**src/rtl/cache_trace_driver.sv**
```systemverilog
// Purpose: exercise the data cache in three phases (read-compare, write, read-back verify) against a trace ROM.
// Latency: one request in flight at a time; each access costs one or more request cycles plus the cache response delay.
// Backpressure: req_* are held stable while req_ready=0; a missing response fails the run after TIMEOUT wait cycles.
module cache_trace_driver #(
    parameter int                ADDR_W  = 13,
    parameter int                DATA_W  = 32,
    parameter int                CNT_W   = 12,
    parameter int                STRIDE  = 1,
    parameter int                TIMEOUT = 255,
    parameter logic [DATA_W-1:0] WR_MASK = DATA_W'(32'hFFFF_FFFF)
) (
    input  logic              clk_in,
    input  logic              resetn_in,
    input  logic              start,
    input  logic [ADDR_W-1:0] end_addr,
    output logic [ADDR_W-1:0] trace_addr,
    input  logic [DATA_W-1:0] trace_data,
    output logic              req_valid,
    input  logic              req_ready,
    output logic              req_wen,
    output logic [ADDR_W-1:0] req_addr,
    output logic [DATA_W-1:0] req_wdata,
    input  logic              rsp_valid,
    input  logic              rsp_hit,
    input  logic [DATA_W-1:0] rsp_rdata,
    output logic [CNT_W-1:0]  count,
    output logic [CNT_W-1:0]  hit_count,
    output logic [CNT_W-1:0]  miss_count,
    output logic              rd_test_success,
    output logic              test_success,
    output logic              test_fail,
    output logic [1:0]        fail_code,
    output logic [ADDR_W-1:0] fail_addr,
    output logic [DATA_W-1:0] fail_expect,
    output logic [DATA_W-1:0] fail_got
);

    // The wait counter only has to reach TIMEOUT-1: the cycle it would hit TIMEOUT is the failing one.
    localparam int                TMO_W    = (TIMEOUT < 2) ? 1 : $clog2(TIMEOUT);
    localparam logic [TMO_W-1:0]  TMO_LAST = TMO_W'(TIMEOUT - 1);
    localparam logic [ADDR_W:0]   STEP     = (ADDR_W + 1)'(STRIDE);

    typedef enum logic [3:0] {
        IDLE, RD_REQ, RD_WAIT, WR_REQ, WR_WAIT, VF_REQ, VF_WAIT, PASS, FAIL
    } state_t;

    state_t            state_q, state_d;
    state_t            same_req, next_phase;
    logic [ADDR_W-1:0] addr_q, addr_d;
    logic [TMO_W-1:0]  tmo_q, tmo_d;
    logic [CNT_W-1:0]  count_q, count_d;
    logic [CNT_W-1:0]  hit_q, hit_d;
    logic [CNT_W-1:0]  miss_q, miss_d;
    logic              rd_ok_q, rd_ok_d;
    logic              pass_q, pass_d;
    logic              fail_q, fail_d;
    logic [1:0]        code_q, code_d;
    logic [ADDR_W-1:0] faddr_q, faddr_d;
    logic [DATA_W-1:0] fexp_q, fexp_d;
    logic [DATA_W-1:0] fgot_q, fgot_d;

    // One extra bit on the sum catches wrap-around past the top of the address space.
    logic [ADDR_W:0]   next_sum;
    logic              last_acc;
    logic [DATA_W-1:0] wr_val;
    logic [DATA_W-1:0] exp_data;
    logic              data_bad;

    function automatic logic [CNT_W-1:0] sat_inc(input logic [CNT_W-1:0] v);
        sat_inc = (&v) ? v : v + CNT_W'(1);
    endfunction

    assign next_sum  = {1'b0, addr_q} + STEP;
    assign last_acc  = next_sum[ADDR_W] | (next_sum[ADDR_W-1:0] > end_addr);
    assign wr_val    = trace_data ^ WR_MASK;
    assign exp_data  = (state_q == RD_WAIT) ? trace_data : wr_val;
    assign data_bad  = ((state_q == RD_WAIT) || (state_q == VF_WAIT)) && (rsp_rdata != exp_data);

    assign trace_addr = addr_q;
    assign req_valid  = (state_q == RD_REQ) || (state_q == WR_REQ) || (state_q == VF_REQ);
    assign req_wen    = (state_q == WR_REQ);
    assign req_addr   = addr_q;
    assign req_wdata  = req_valid ? wr_val : '0;

    assign count           = count_q;
    assign hit_count       = hit_q;
    assign miss_count      = miss_q;
    assign rd_test_success = rd_ok_q;
    assign test_success    = pass_q;
    assign test_fail       = fail_q;
    assign fail_code       = code_q;
    assign fail_addr       = faddr_q;
    assign fail_expect     = fexp_q;
    assign fail_got        = fgot_q;

    // Per-phase lookup: where a wait state returns to for the next access, and where it goes when the range is done.
    always_comb begin
        same_req   = RD_REQ;
        next_phase = WR_REQ;
        case (state_q)
            WR_WAIT: begin
                same_req   = WR_REQ;
                next_phase = VF_REQ;
            end
            VF_WAIT: begin
                same_req   = VF_REQ;
                next_phase = PASS;
            end
            default: ;
        endcase
    end

    // Next-state logic: phase sequencing, response checking, timeout and sticky result capture.
    always_comb begin
        state_d = state_q;
        addr_d  = addr_q;
        tmo_d   = tmo_q;
        count_d = count_q;
        hit_d   = hit_q;
        miss_d  = miss_q;
        rd_ok_d = rd_ok_q;
        pass_d  = pass_q;
        fail_d  = fail_q;
        code_d  = code_q;
        faddr_d = faddr_q;
        fexp_d  = fexp_q;
        fgot_d  = fgot_q;

        if ((state_q == RD_REQ) || (state_q == RD_WAIT)) begin
            count_d = sat_inc(count_q);
        end

        case (state_q)
            IDLE: begin
                if (start) begin
                    state_d = RD_REQ;
                    addr_d  = '0;
                    tmo_d   = '0;
                    count_d = '0;
                    hit_d   = '0;
                    miss_d  = '0;
                    rd_ok_d = 1'b0;
                    pass_d  = 1'b0;
                    fail_d  = 1'b0;
                    code_d  = 2'd0;
                    faddr_d = '0;
                    fexp_d  = '0;
                    fgot_d  = '0;
                end
            end
            RD_REQ: begin
                tmo_d = '0;
                if (req_ready) state_d = RD_WAIT;
            end
            WR_REQ: begin
                tmo_d = '0;
                if (req_ready) state_d = WR_WAIT;
            end
            VF_REQ: begin
                tmo_d = '0;
                if (req_ready) state_d = VF_WAIT;
            end
            RD_WAIT, WR_WAIT, VF_WAIT: begin
                if (rsp_valid) begin
                    if (rsp_hit) hit_d = sat_inc(hit_q);
                    else         miss_d = sat_inc(miss_q);
                    if (data_bad) begin
                        state_d = FAIL;
                        fail_d  = 1'b1;
                        code_d  = (state_q == RD_WAIT) ? 2'd1 : 2'd2;
                        faddr_d = addr_q;
                        fexp_d  = exp_data;
                        fgot_d  = rsp_rdata;
                    end else if (last_acc) begin
                        addr_d  = '0;
                        state_d = next_phase;
                        if (state_q == RD_WAIT)  rd_ok_d = 1'b1;
                        if (next_phase == PASS)  pass_d  = 1'b1;
                    end else begin
                        addr_d  = next_sum[ADDR_W-1:0];
                        state_d = same_req;
                    end
                end else if (tmo_q == TMO_LAST) begin
                    // A response arriving in this same cycle takes the branch above instead.
                    state_d = FAIL;
                    fail_d  = 1'b1;
                    code_d  = 2'd3;
                    faddr_d = addr_q;
                    fexp_d  = exp_data;
                    fgot_d  = '0;
                end else begin
                    tmo_d = tmo_q + TMO_W'(1);
                end
            end
            default: ; // PASS and FAIL hold until reset
        endcase
    end

    // State and result registers; reset aborts any run, including a pending request.
    always_ff @(posedge clk_in or negedge resetn_in) begin
        if (!resetn_in) begin
            state_q <= IDLE;
            addr_q  <= '0;
            tmo_q   <= '0;
            count_q <= '0;
            hit_q   <= '0;
            miss_q  <= '0;
            rd_ok_q <= 1'b0;
            pass_q  <= 1'b0;
            fail_q  <= 1'b0;
            code_q  <= 2'd0;
            faddr_q <= '0;
            fexp_q  <= '0;
            fgot_q  <= '0;
        end else begin
            state_q <= state_d;
            addr_q  <= addr_d;
            tmo_q   <= tmo_d;
            count_q <= count_d;
            hit_q   <= hit_d;
            miss_q  <= miss_d;
            rd_ok_q <= rd_ok_d;
            pass_q  <= pass_d;
            fail_q  <= fail_d;
            code_q  <= code_d;
            faddr_q <= faddr_d;
            fexp_q  <= fexp_d;
            fgot_q  <= fgot_d;
        end
    end

endmodule
```
**config.mk**
```make
export PLATFORM = sky130hd
export DESIGN_NAME = cache_trace_driver
export DESIGN_NICKNAME = d
export VERILOG_FILES = /design/src/rtl/cache_trace_driver.sv
export SDC_FILE = /design/constraint.sdc
export NUM_CORES = 1
export LEC_CHECK = 0
export BUFFER_PORTS_ARGS = -buffer_cell sky130_fd_sc_hd__clkbuf_2
export CORE_ASPECT_RATIO = 0.9
export CORE_MARGIN = 10
export CORE_UTILIZATION = 55
export DETAILED_ROUTE_END_ITERATION = 10
export PLACE_DENSITY = 0.83
export SYNTH_ARGS = -nofsm -noshare
export SYNTH_HDL_FRONTEND = slang
export SYNTH_SLANG_ARGS = --single-unit
```
**constraint.sdc**
```tcl
create_clock -name clk_in -period 6.45 [get_ports clk_in]
set_input_delay 0.9675 -clock clk_in [delete_from_list [all_inputs] [get_ports clk_in]]
set_output_delay 0.9675 -clock clk_in [all_outputs]
set_load 0.05 [all_outputs]
```
Word level (Yosys, flattened, before mapping)

Index checks and enable logic that the tools add are counted.

$add $sub $neg: 5
$mul: 0
Divide/modulo/power cells: 0
$lt $le $gt $ge: 1
Equality and inequality tests: 26
Shift-type cells: 0
Mux-type cells: 69
Bitwise gates (word level): 2
Reductions and logical operators: 22

Operators with widths:

| cell                                                | count |
|---|---|
| two-way mux 32 bit                                  | 9 |
| two-way mux 12 bit                                  | 11 |
| case mux 32 bit (2 select lines)                    | 2 |
| two-way mux 13 bit                                  | 7 |
| case mux 13 bit (2 select lines)                    | 2 |
| case mux 12 bit (2 select lines)                    | 2 |
| adder 12 x 1 -> 12 bit, second input constant       | 3 |
| AND reduction 12 bit                                | 3 |
| two-way mux 4 bit                                   | 8 |
| != test 32 bit                                      | 1 |
| inverter 32 bit                                     | 1 |
| != test 2 bit, second input constant                | 15 |
| two-way mux 8 bit                                   | 3 |
| case mux 8 bit (3 select lines)                     | 1 |
| case mux 4 bit (5 select lines)                     | 1 |
| AND reduction 6 bit                                 | 3 |
| equality test 4 x 3 -> 1 bit, second input constant | 4 |
| adder 13 x 1 -> 14 bit, second input constant       | 1 |
| > comparator 13 bit                                 | 1 |
| two-way mux 1 bit                                   | 12 |
| case mux 3 bit (2 select lines)                     | 2 |
| AND reduction 4 bit                                 | 3 |
| two-way mux 2 bit                                   | 5 |
| AND reduction 5 bit                                 | 2 |
| other kinds (15)                                    | 23 |

Register bits: 143
Latch bits: 0
Bits in writable memories: 0
ROM bits: 0
Output and inout port bits: 178
Memories kept: 0

Depth between registers and ports, before layout

Gate-level depths: netlist of the first run.

Word-level depth: 8
Mapped depth: 14

Least setup slack after synthesis of the first run

OpenSTA, ideal clock, no wires.

Path kind: reg-to-reg
From: register addr_q[0], in the netlist req_addr[0]
To: register addr_q[7], in the netlist req_addr[7]
Setup time: 124 ps
Arrival time: 3,586 ps
Data required time: 6,326 ps
Setup slack: 2,740 ps
Stages on the path, launching flop included: 15
Path buffers: 1
Period minus slack after synthesis: 3,710 ps
Path through: dfrtp_1 -> ha_1 -> nand3_1 -> nor3_1 -> nand3_1 -> xnor2_1 -> ha_1 -> nand4_1 -> nor3_1 -> o221ai_1 -> a31oi_1 -> nor2_1 -> clkbuf_1 -> and3_1 -> a211o_1

Word-level cells in the longest chain between the ends: 7

RTL lines:

| item                                 | line | source |
|---|---|---|
| from (decl)                          | 49   | `logic [ADDR_W-1:0] addr_q, addr_d;` |
| from (signal assigned)               | 217  | `addr_q <= addr_d;` |
| adder 13 x 1 -> 14 bit (*)           | 73   | `assign next_sum = {1'b0, addr_q} + STEP;` |
| > comparator 13 bit                  | 74   | `assign last_acc = next_sum[ADDR_W] \| (next_sum[ADDR_W-1:0] > end_addr);` |
| OR 1 bit                             | 74   |  |
| two-way mux 13 bit (*)               | 174  | `end else if (last_acc) begin` |
| two-way mux 13 bit (*)               | 167  | `if (data_bad) begin` |
| two-way mux 13 bit (*)               | 164  | `if (rsp_valid) begin` |
| case mux 13 bit (2 select lines) (*) | 133  | `case (state_q)` |

Mark *: on every way between the ends. The rest lies on a longest branch, timed or not. The select of a mux whose other input is x is not followed.
A chain may end at the register's enable or synchronous reset.

Final worst setup path of the first run

From: register state_q[1]
To: register fgot_q[29], in the netlist fail_got[29]

Word-level cells in the longest chain between the ends: 6

RTL lines:

| item                                 | line        | source |
|---|---|---|
| from (decl)                          | 47          | `state_t state_q, state_d;` |
| from (signal assigned)               | 216         | `state_q <= state_d;` |
| equality test 4 x 2 -> 1 bit         | 76, 77, 133 |  |
| two-way mux 32 bit                   | 76          | `assign exp_data = (state_q == RD_WAIT) ? trace_data : wr_val;` |
| != test 32 bit                       | 77          | `assign data_bad = ((state_q == RD_WAIT) \|\| (state_q == VF_WAIT)) && (rsp_rdata != exp_data);` |
| logical AND 1 bit                    | 77          |  |
| != test 3 bit (no source line)       | n/a         |  |
| AND reduction 4 bit (no source line) | n/a         |  |
| to (signal assigned)                 | 228         | `fgot_q <= fgot_d;` |
| to (decl)                            | 60          | `logic [DATA_W-1:0] fgot_q, fgot_d;` |

Parallel ways exist; a longest one is shown, timed or not.

==> flow_summary.ini, run 1 <==
[timing]
finalHoldViolCount = 0
hold_slack_ns = 0.481
max-slew-margin-rel_pct = 21.8
timing.fmax_mhz = 246
setup_ws_ns = 2.38
setup_violations = 0
slew_viol_final = 0
rsz0062_at_grt = false
final.setup_skew_ns = 0.00780
worstMarginPinSlew_ns = 1.17
setup_tns_ns = 0
min_period_ns = 4.07
period_share_pct = 63.1

[global_routing]
grt.total_usage_pct = 23.8
overflow = 0
grt_first_pass_wirelength_um = 37300
grt_pass1_vias = 6892
grt_max_degree = 85
antenna_found_initial = 0

[route]
drtPass1Iterations = 5
drt_iter0_markers = 344
via_per_inst = 5.70
num_vias = 6808
drt_wl_total_um = 23200
drcViolationCount = 0
wl_per_cell_um = 19.4
ant_nets = 0

[run]
maxCapViolCount = 0

[floorplanning]
die_x_um = 145
initial_utilization_pct = 55.7
num_io_pins = 261
rows = 41
die-area_um2 = 19300
core_um2 = 14000
die_h_um = 133

[synthesis]
syn-cell-area_um2 = 7780
synth-seq-cells = 143
syn_nets = 857
yosys_warnings = 0
synth_edf_count = 0
ys.flop_type = dfrtp_1
syn_inst = 755
syn_avg_cell_area_um2 = 10.3
ys_seq_area_share_pct = 46.0
synth_cell_types = 65
async_reset_ff_share_pct = 100

[clocking]
cts_buffers = 17
cts.sinks = 143
hold_buffers = 0
cts.path.max_buffers = 2
cts_resized = 0
post_cts_buffers = 0
insertion_delay_ns = 0.42
root_buffer = clkbuf_16
cts_max_level = 4
tritoncts = yes
clkTransAtPathRegs_ns = 0.06

[placement]
place_area_um2 = 9100
io_buffers = 260
place_ws_ns = 2.32
gp_congestion = 0.829
hpwl_um = 17100

[pwr]
leakage_nw = 5.02
power_mw = 4.12
peakVddDrop_v = 0.000343
power.density_nw_per_um2 = 423

[layout]
area_delta_synth_final_pct = 25.1
drive_above_1_share_pct = 32.2
final_area_um2 = 9730
mostFrequentLayoutCells = 259 x clkbuf_2, 143 x dfrtp_1, 86 x nor2_1
diodes = 0
final_common_cell = clkbuf_2
nets = 1090

[worst_setup_path]
crit_top_cell = buf_4
crit_arrival_ns = 4.43
path_max_fanout = 53
reg2reg_to = fail_got[29]
start_kind = flip-flop
r2r-start = state_q[1]
cp.required_ns = 6.81
worstSetupEndpointType = flip-flop
r2r_slack_ns = 2.38
path_cells = nor4b_4 > buf_4 > nand4_1 > a22oi_2 > and2_1 > a21o_2 > buf_4 > a22o_1
r2r_cells = 8
crit_slowest_cell = a21o_2
cp_slowest_stage_delay_ns = 0.86
path_class = reg -> reg

[status]
status = completed

[hold_path]
hold_depth = 1
hp-class = reg -> reg
min-delay-start = test_fail
worstHoldEndpoint = test_fail
[worst max-delay path by stage]
stage	start	to	slack [ns]	cells after the start
final	state_q[1]	fail_got[29]	2.38	8
after global routing	req_addr[0]	req_addr[7]	1.99	13
after CTS	state_q[1]	fail_got[29]	2.36	8
after detailed placement	trace_data[29]	fail_got[29]	2.32	9
after global placement	trace_data[1]	fail_got[29]	2.38	9
after floorplan	req_addr[0]	req_addr[7]	2.74	14
[critical path, delay by kind of cell (launching register included)]
family                 cells  cell delay (ns)
buffers and inverters      2             1.03
DFF                        1             0.69
AOI/OAI and AO/OA          3             1.40
and+or+nand+nor            3             0.85
[power breakdown]
| group | internal, mW | switching, mW | leakage (nW) |
|---|---|---|---|
| Combinational | 0.428 | 1.30 | 2.73 |
| Clock | 0.675 | 0.375 | 0.313 |
| Sequential | 1.11 | 0.224 | 1.97 |
[cell families after synthesis]
| logic type | synth area share, % |
|---|---|
| AO/OA/AOI/OAI | 15.3 |
| XOR/XNOR | 12.0 |
| adder cells (fa/ha/maj) | 3.06 |
| buffers and inverters | 5.15 |
| flip-flops | 46.0 |
| multiplexers | 1.90 |
| AND/OR/NAND/NOR | 16.6 |
[cells in the mapped netlist (10+ instances only)]
library cell,instances,area [um^2]
buf_4,14,105
nand3_1,31,155
a21oi_1,13,65.1
xor2_1,43,377
a22o_1,77,674
ha_1,19,238
dfrtp_1,143,3580
nor2_1,86,323
buf_2,14,70.1
and4_1,10,87.6
xnor2_1,64,561
and3_1,14,87.6
nand2_1,26,97.6
nand4_1,26,163
and2_1,10,62.6
clkbuf_1,16,60.1
inv_1,29,109
o21ai_0,11,55.1
nor3_1,13,65.1
[state kept, by name (all words and copies together), names as in the netlist]
| name | flops |
|---|---|
| test_fail | 1 |
| miss_count | 12 |
| fail_code | 2 |
| rd_test_success | 1 |
| fail_addr | 13 |
| fail_expect | 32 |
| state_q | 4 |
| count | 12 |
| hit_count | 12 |
| test_success | 1 |
| fail_got | 32 |
| tmo_q | 8 |
| req_addr | 13 |
[layout make-up]
class / count / area [um^2]
clock inverter: 11 / 161
multi-input combinational: 532 / 3830
clock buffer: 21 / 470
sequential: 143 / 3580
fill: 1110 / 4220
timing repair buffer: 265 / 1350
inverter: 29 / 109
tap: 193 / 241
[through the flow]
step / util [%] / instances
2_1_floorplan: - / 755
3_3_place_gp: 65.2 / 1162
3_5_place_dp: 65.2 / 1162
4_1_cts: 69.7 / 1194
5_1_grt: 69.7 / 1194
6_report: 69.7 / 1194
[layer usage]
layer / part of all wire [%] / global-route usage [%] / up-vias
li1: - / - / 3157
met1: 41 / 29.0 / 3327
met2: 49 / 38.4 / 286
met3: 8.7 / 8.45 / 38
met4: 2.0 / 8.02 / 0
met5: 0 / 0 / -
No activity file was read; power rests on OpenSTA's default activity.
==> run 2: changes to the inputs <==
CORE_UTILIZATION = 46   (was 55)
PLACE_DENSITY = 0.74   (was 0.83)
clock period = 3.7 ns   (was 6.45 ns; I/O delays follow)
==> flow_summary.ini, run 2 (same netlist as run 1, synthesis figures left out) <==
[timing]
setup_violations = 0
min_period_ns = 3.49
setup_tns_ns = 0
final.setup_skew_ns = 0.0128
slew_viol_final = 0
max-slew-margin-rel_pct = 20.9
period_share_pct = 94.4
setup_ws_ns = 0.207
timing.fmax_mhz = 286
worstMarginPinSlew_ns = 1.19
finalHoldViolCount = 0

[global_routing]
antenna_found_initial = 0
overflow = 0
grt.total_usage_pct = 20.2
grt_max_degree = 79
grt_first_pass_wirelength_um = 36200
grt_pass1_vias = 6781

[layout]
n_fill_cell = 1449
multiInputGateArea_um2 = 3830
final_common_cell = clkbuf_2
area_delta_synth_final_pct = 26.4
nets = 1097
seq_area_um2 = 3580
drive_above_1_share_pct = 33.0
diodes = 0
mostFrequentLayoutCells = 259 x clkbuf_2, 142 x dfrtp_1, 85 x nor2_1

[worst_setup_path]
start_kind = flip-flop
r2r_slack_ns = 0.21
r2r-start = req_addr[1]
r2r_cells = 12
path_class = reg -> reg
cp.required_ns = 4.06
path_max_fanout = 7
reg2reg_to = req_addr[7]
worstSetupEndpointType = flip-flop
crit_arrival_ns = 3.85

[route]
wl_per_cell_um = 18.9
drtPass1Iterations = 4
num_vias = 6657
drt_wl_total_um = 23000
ant_nets = 0
drt_iter0_markers = 348
via_per_inst = 5.46
drcViolationCount = 0

[pwr]
leakage_nw = 5.03
power.density_nw_per_um2 = 728
peakVddDrop_v = 0.000459

[clocking]
cts.sinks = 143
insertion_delay_ns = 0.43
cts_resized = 0
tritoncts = yes
cts_buffers = 17
cts.path.max_buffers = 2
cts_max_level = 4
hold_buffers = 0
root_buffer = clkbuf_16
post_cts_buffers = 0
clkTransAtPathRegs_ns = 0.06

[run]
maxCapViolCount = 0

[placement]
io_buffers = 260
hpwl_um = 17100
gp_congestion = 0.860
place_ws_ns = 0.143

[floorplanning]
num_io_pins = 261
die-area_um2 = 22500
initial_utilization_pct = 46.5
rows = 45
die_h_um = 143
core_um2 = 16700
die_x_um = 157

[hold_path]
hp-class = in -> async

[status]
status = completed
run 2: worst max path at each step:
stage,start,cells after the start,endpoint,slack (ns)
2_1_floorplan,req_addr[1],14,req_addr[7],0.02
3_3_place_gp,req_addr[0],12,req_addr[8],0.25
3_5_place_dp,req_addr[1],12,req_addr[8],0.14
4_1_cts,req_addr[1],12,req_addr[8],0.1
5_1_grt,req_addr[1],12,req_addr[7],-0.04
6_report,req_addr[1],12,req_addr[7],0.21
run 2: layout make-up:
class                   instances  share of cell area, %
clock buffers                  18                   4.36
clock inverters                14                   1.85
inverters                      29                   1.11
multi-input cells             532                   39.0
flip-flops and latches        143                   36.4
well taps                     211                   2.68
repair buffers                272                   14.6
run 2: power by group:
part / switching, mW / leakage [nW] / internal, mW
combinational: 2.32 / 2.78 / 0.787
clock: 0.713 / 0.284 / 1.07
sequential: 0.330 / 1.97 / 1.94
run 2: critical path: stages, from the launching register on:
cell	delay [ns]
dfrtp_1	0.45
ha_1	0.26
nand3_1	0.18
nor3_2	0.24
and2_1	0.19
xor2_1	0.18
ha_1	0.28
and4_1	0.21
a221oi_1	0.35
a31oi_2	0.19
nand2b_1	0.30
a2111oi_1	0.46
a211o_1	0.15
run 2: routing by layer:
layer  vias to the layer above  track usage [%]  wire length, um
li1                       3191                -                -
met1                      3227             25.2            10000
met2                       220             32.0            10700
met3                        19             8.49             2050
met4                         0             4.87              210
met5                         -                0                0
run 2: stage by stage:
| step | power, mW | cell area (um^2) | util [%] | std cells | hold slack [ns] |
|---|---|---|---|---|---|
| global placement | 5.38 | 9210 | 55.1 | 1187 | 0.465 |
| floorplan | 4.58 | 7780 | - | 755 | 0.259 |
| detailed placement | 5.41 | 9210 | 55.1 | 1187 | 0.472 |
| finish | 7.16 | 9830 | 58.8 | 1219 | 0.152 |
| CTS | 7.21 | 9820 | 58.7 | 1219 | 0.179 |
| global route | 7.50 | 9830 | 58.8 | 1219 | 0.201 |
==> run 3: changes to the inputs <==
CORE_MARGIN = 2   (was 10)
HOLD_SLACK_MARGIN = 0.02   (was not set)
SETUP_SLACK_MARGIN = 0.3   (was not set)
==> flow_summary.ini, run 3 (same netlist as run 1, synthesis figures left out) <==
[global_routing]
grt_pass1_vias = 6725
grt_max_degree = 96
antenna_found_initial = 0
overflow = 0
grt.total_usage_pct = 24.2
grt_first_pass_wirelength_um = 34700

[layout]
area_delta_synth_final_pct = 27.6
nets = 1103
diodes = 0
drive_above_1_share_pct = 34.4
mostFrequentLayoutCells = 259 x clkbuf_2, 140 x dfrtp_1, 85 x nor2_1
final_common_cell = clkbuf_2

[worst_setup_path]
cp.required_ns = 3.94
worstPathBufferInverterCount = 1
start_kind = flip-flop
path_max_fanout = 7
path_cells = ha_2 > nand3_2 > nor3_4 > and2_1 > xor2_1 > ha_1 > and4_1 > a221oi_2 > a31oi_4 > buf_4 > a311oi_1 > a211oi_2
path_class = reg -> reg
critPathTopFamily = compound AO/OA/AOI/OAI gates
crit_arrival_ns = 3.38
worstSetupEndpointType = flip-flop
crit_slowest_cell = dfrtp_2
cp_slowest_stage_delay_ns = 0.41
r2r_slack_ns = 0.56

[placement]
io_buffers = 260
gp_congestion = 0.848
place_ws_ns = 0.132
hpwl_um = 15300

[clocking]
clkTransAtPathRegs_ns = 0.06
cts.path.max_buffers = 2
cts_buffers = 17
cts.sinks = 143
tritoncts = yes
cts_max_level = 4
insertion_delay_ns = 0.42
root_buffer = clkbuf_16
hold_buffers = 0

[timing]
period_share_pct = 84.8
finalHoldViolCount = 0
min_period_ns = 3.14
worstMarginPinSlew_ns = 1.15
final.setup_skew_ns = 0.0150
rsz0062_at_grt = false
slew_viol_final = 0
timing.fmax_mhz = 319
max-slew-margin-rel_pct = 23.3
setup_tns_ns = 0
setup_violations = 0
setup_ws_ns = 0.563

[pwr]
peakVddDrop_v = 0.000619
leakage_nw = 5.07
power.density_nw_per_um2 = 714

[route]
drcViolationCount = 0
drt_wl_total_um = 21300
drt_iter0_markers = 300
drtPass1Iterations = 5
ant_nets = 0
wl_per_cell_um = 17.4
num_vias = 6802
via_per_inst = 5.55

[floorplanning]
die_x_um = 141
rows = 45
die-area_um2 = 18000
initial_utilization_pct = 46.5
core_um2 = 16700
num_io_pins = 261
die_h_um = 127

[hold_path]
hp-class = in -> async

[status]
status = completed

[run]
maxCapViolCount = 0
run 3: cell count changes in the layout (fill, tap and decap cells not counted), moves of 2 or more:
cell | before | now
dfrtp_1 | 142 | 140
buf_4 | 9 | 16
clkbuf_8 | 0 | 3
a2111oi_1 | 2 | 0
clkinv_2 | 0 | 2
inv_6 | 4 | 1
dfrtp_2 | 1 | 3
run 3: routing by layer:
layer | GRT usage [%] | up-vias | share of wire, %
met3 | 6.60 | 35 | 7.3
li1 | - | 3196 | -
met5 | 0 | - | 0
met4 | 6.35 | 0 | 1.8
met2 | 39.3 | 272 | 47
met1 | 32.2 | 3299 | 44
run 3: cell type report:
class	instances	area, um^2
clock inverters	12	134
multi-input cells	532	3900
well taps	211	264
repair buffers	278	1470
fillers	1401	6800
inverters	29	109
flip-flops and latches	143	3580
clock buffers	20	467
run 3: power breakdown:
group / internal (mW) / leakage (nW) / switching (mW)
clock network: 1.05 / 0.281 / 0.673
registers: 1.94 / 1.97 / 0.322
logic: 0.796 / 2.83 / 2.31
run 3: metrics by stage:
step,instances,cell area (um^2),util [%],hold slack [ns],total power [mW]
after floorplan,755,7790,-,0.259,4.58
after global placement,1188,9220,55.1,0.462,5.34
after detailed placement,1188,9220,55.1,0.472,5.36
after CTS,1221,9830,58.8,0.256,7.11
after global routing,1225,9930,59.4,0.281,7.42
final,1225,9930,59.4,0.211,7.09
run 3: path summary, 6_finish.rpt:
check                                      from         endpoint  cells past startpoint
max in group asynchronous             resetn_in      req_addr[2]                      2
worst max register to register      req_addr[1]     test_success                     12
worst min register to register  rd_test_success  rd_test_success                      2
min in group clk_in               rsp_rdata[10]     fail_got[10]                      2
worst min-delay path                  resetn_in         count[2]                      1
worst max-delay path                req_addr[1]     test_success                     12
run 3: timing repair:
| item | in CTS | in global routing |
|---|---|---|
| pin swaps | 1 | 3 |
| setup buffers | 1 | 4 |
| setup endpoints to repair | 11 | 14 |
| gates resized for setup | 4 | 11 |
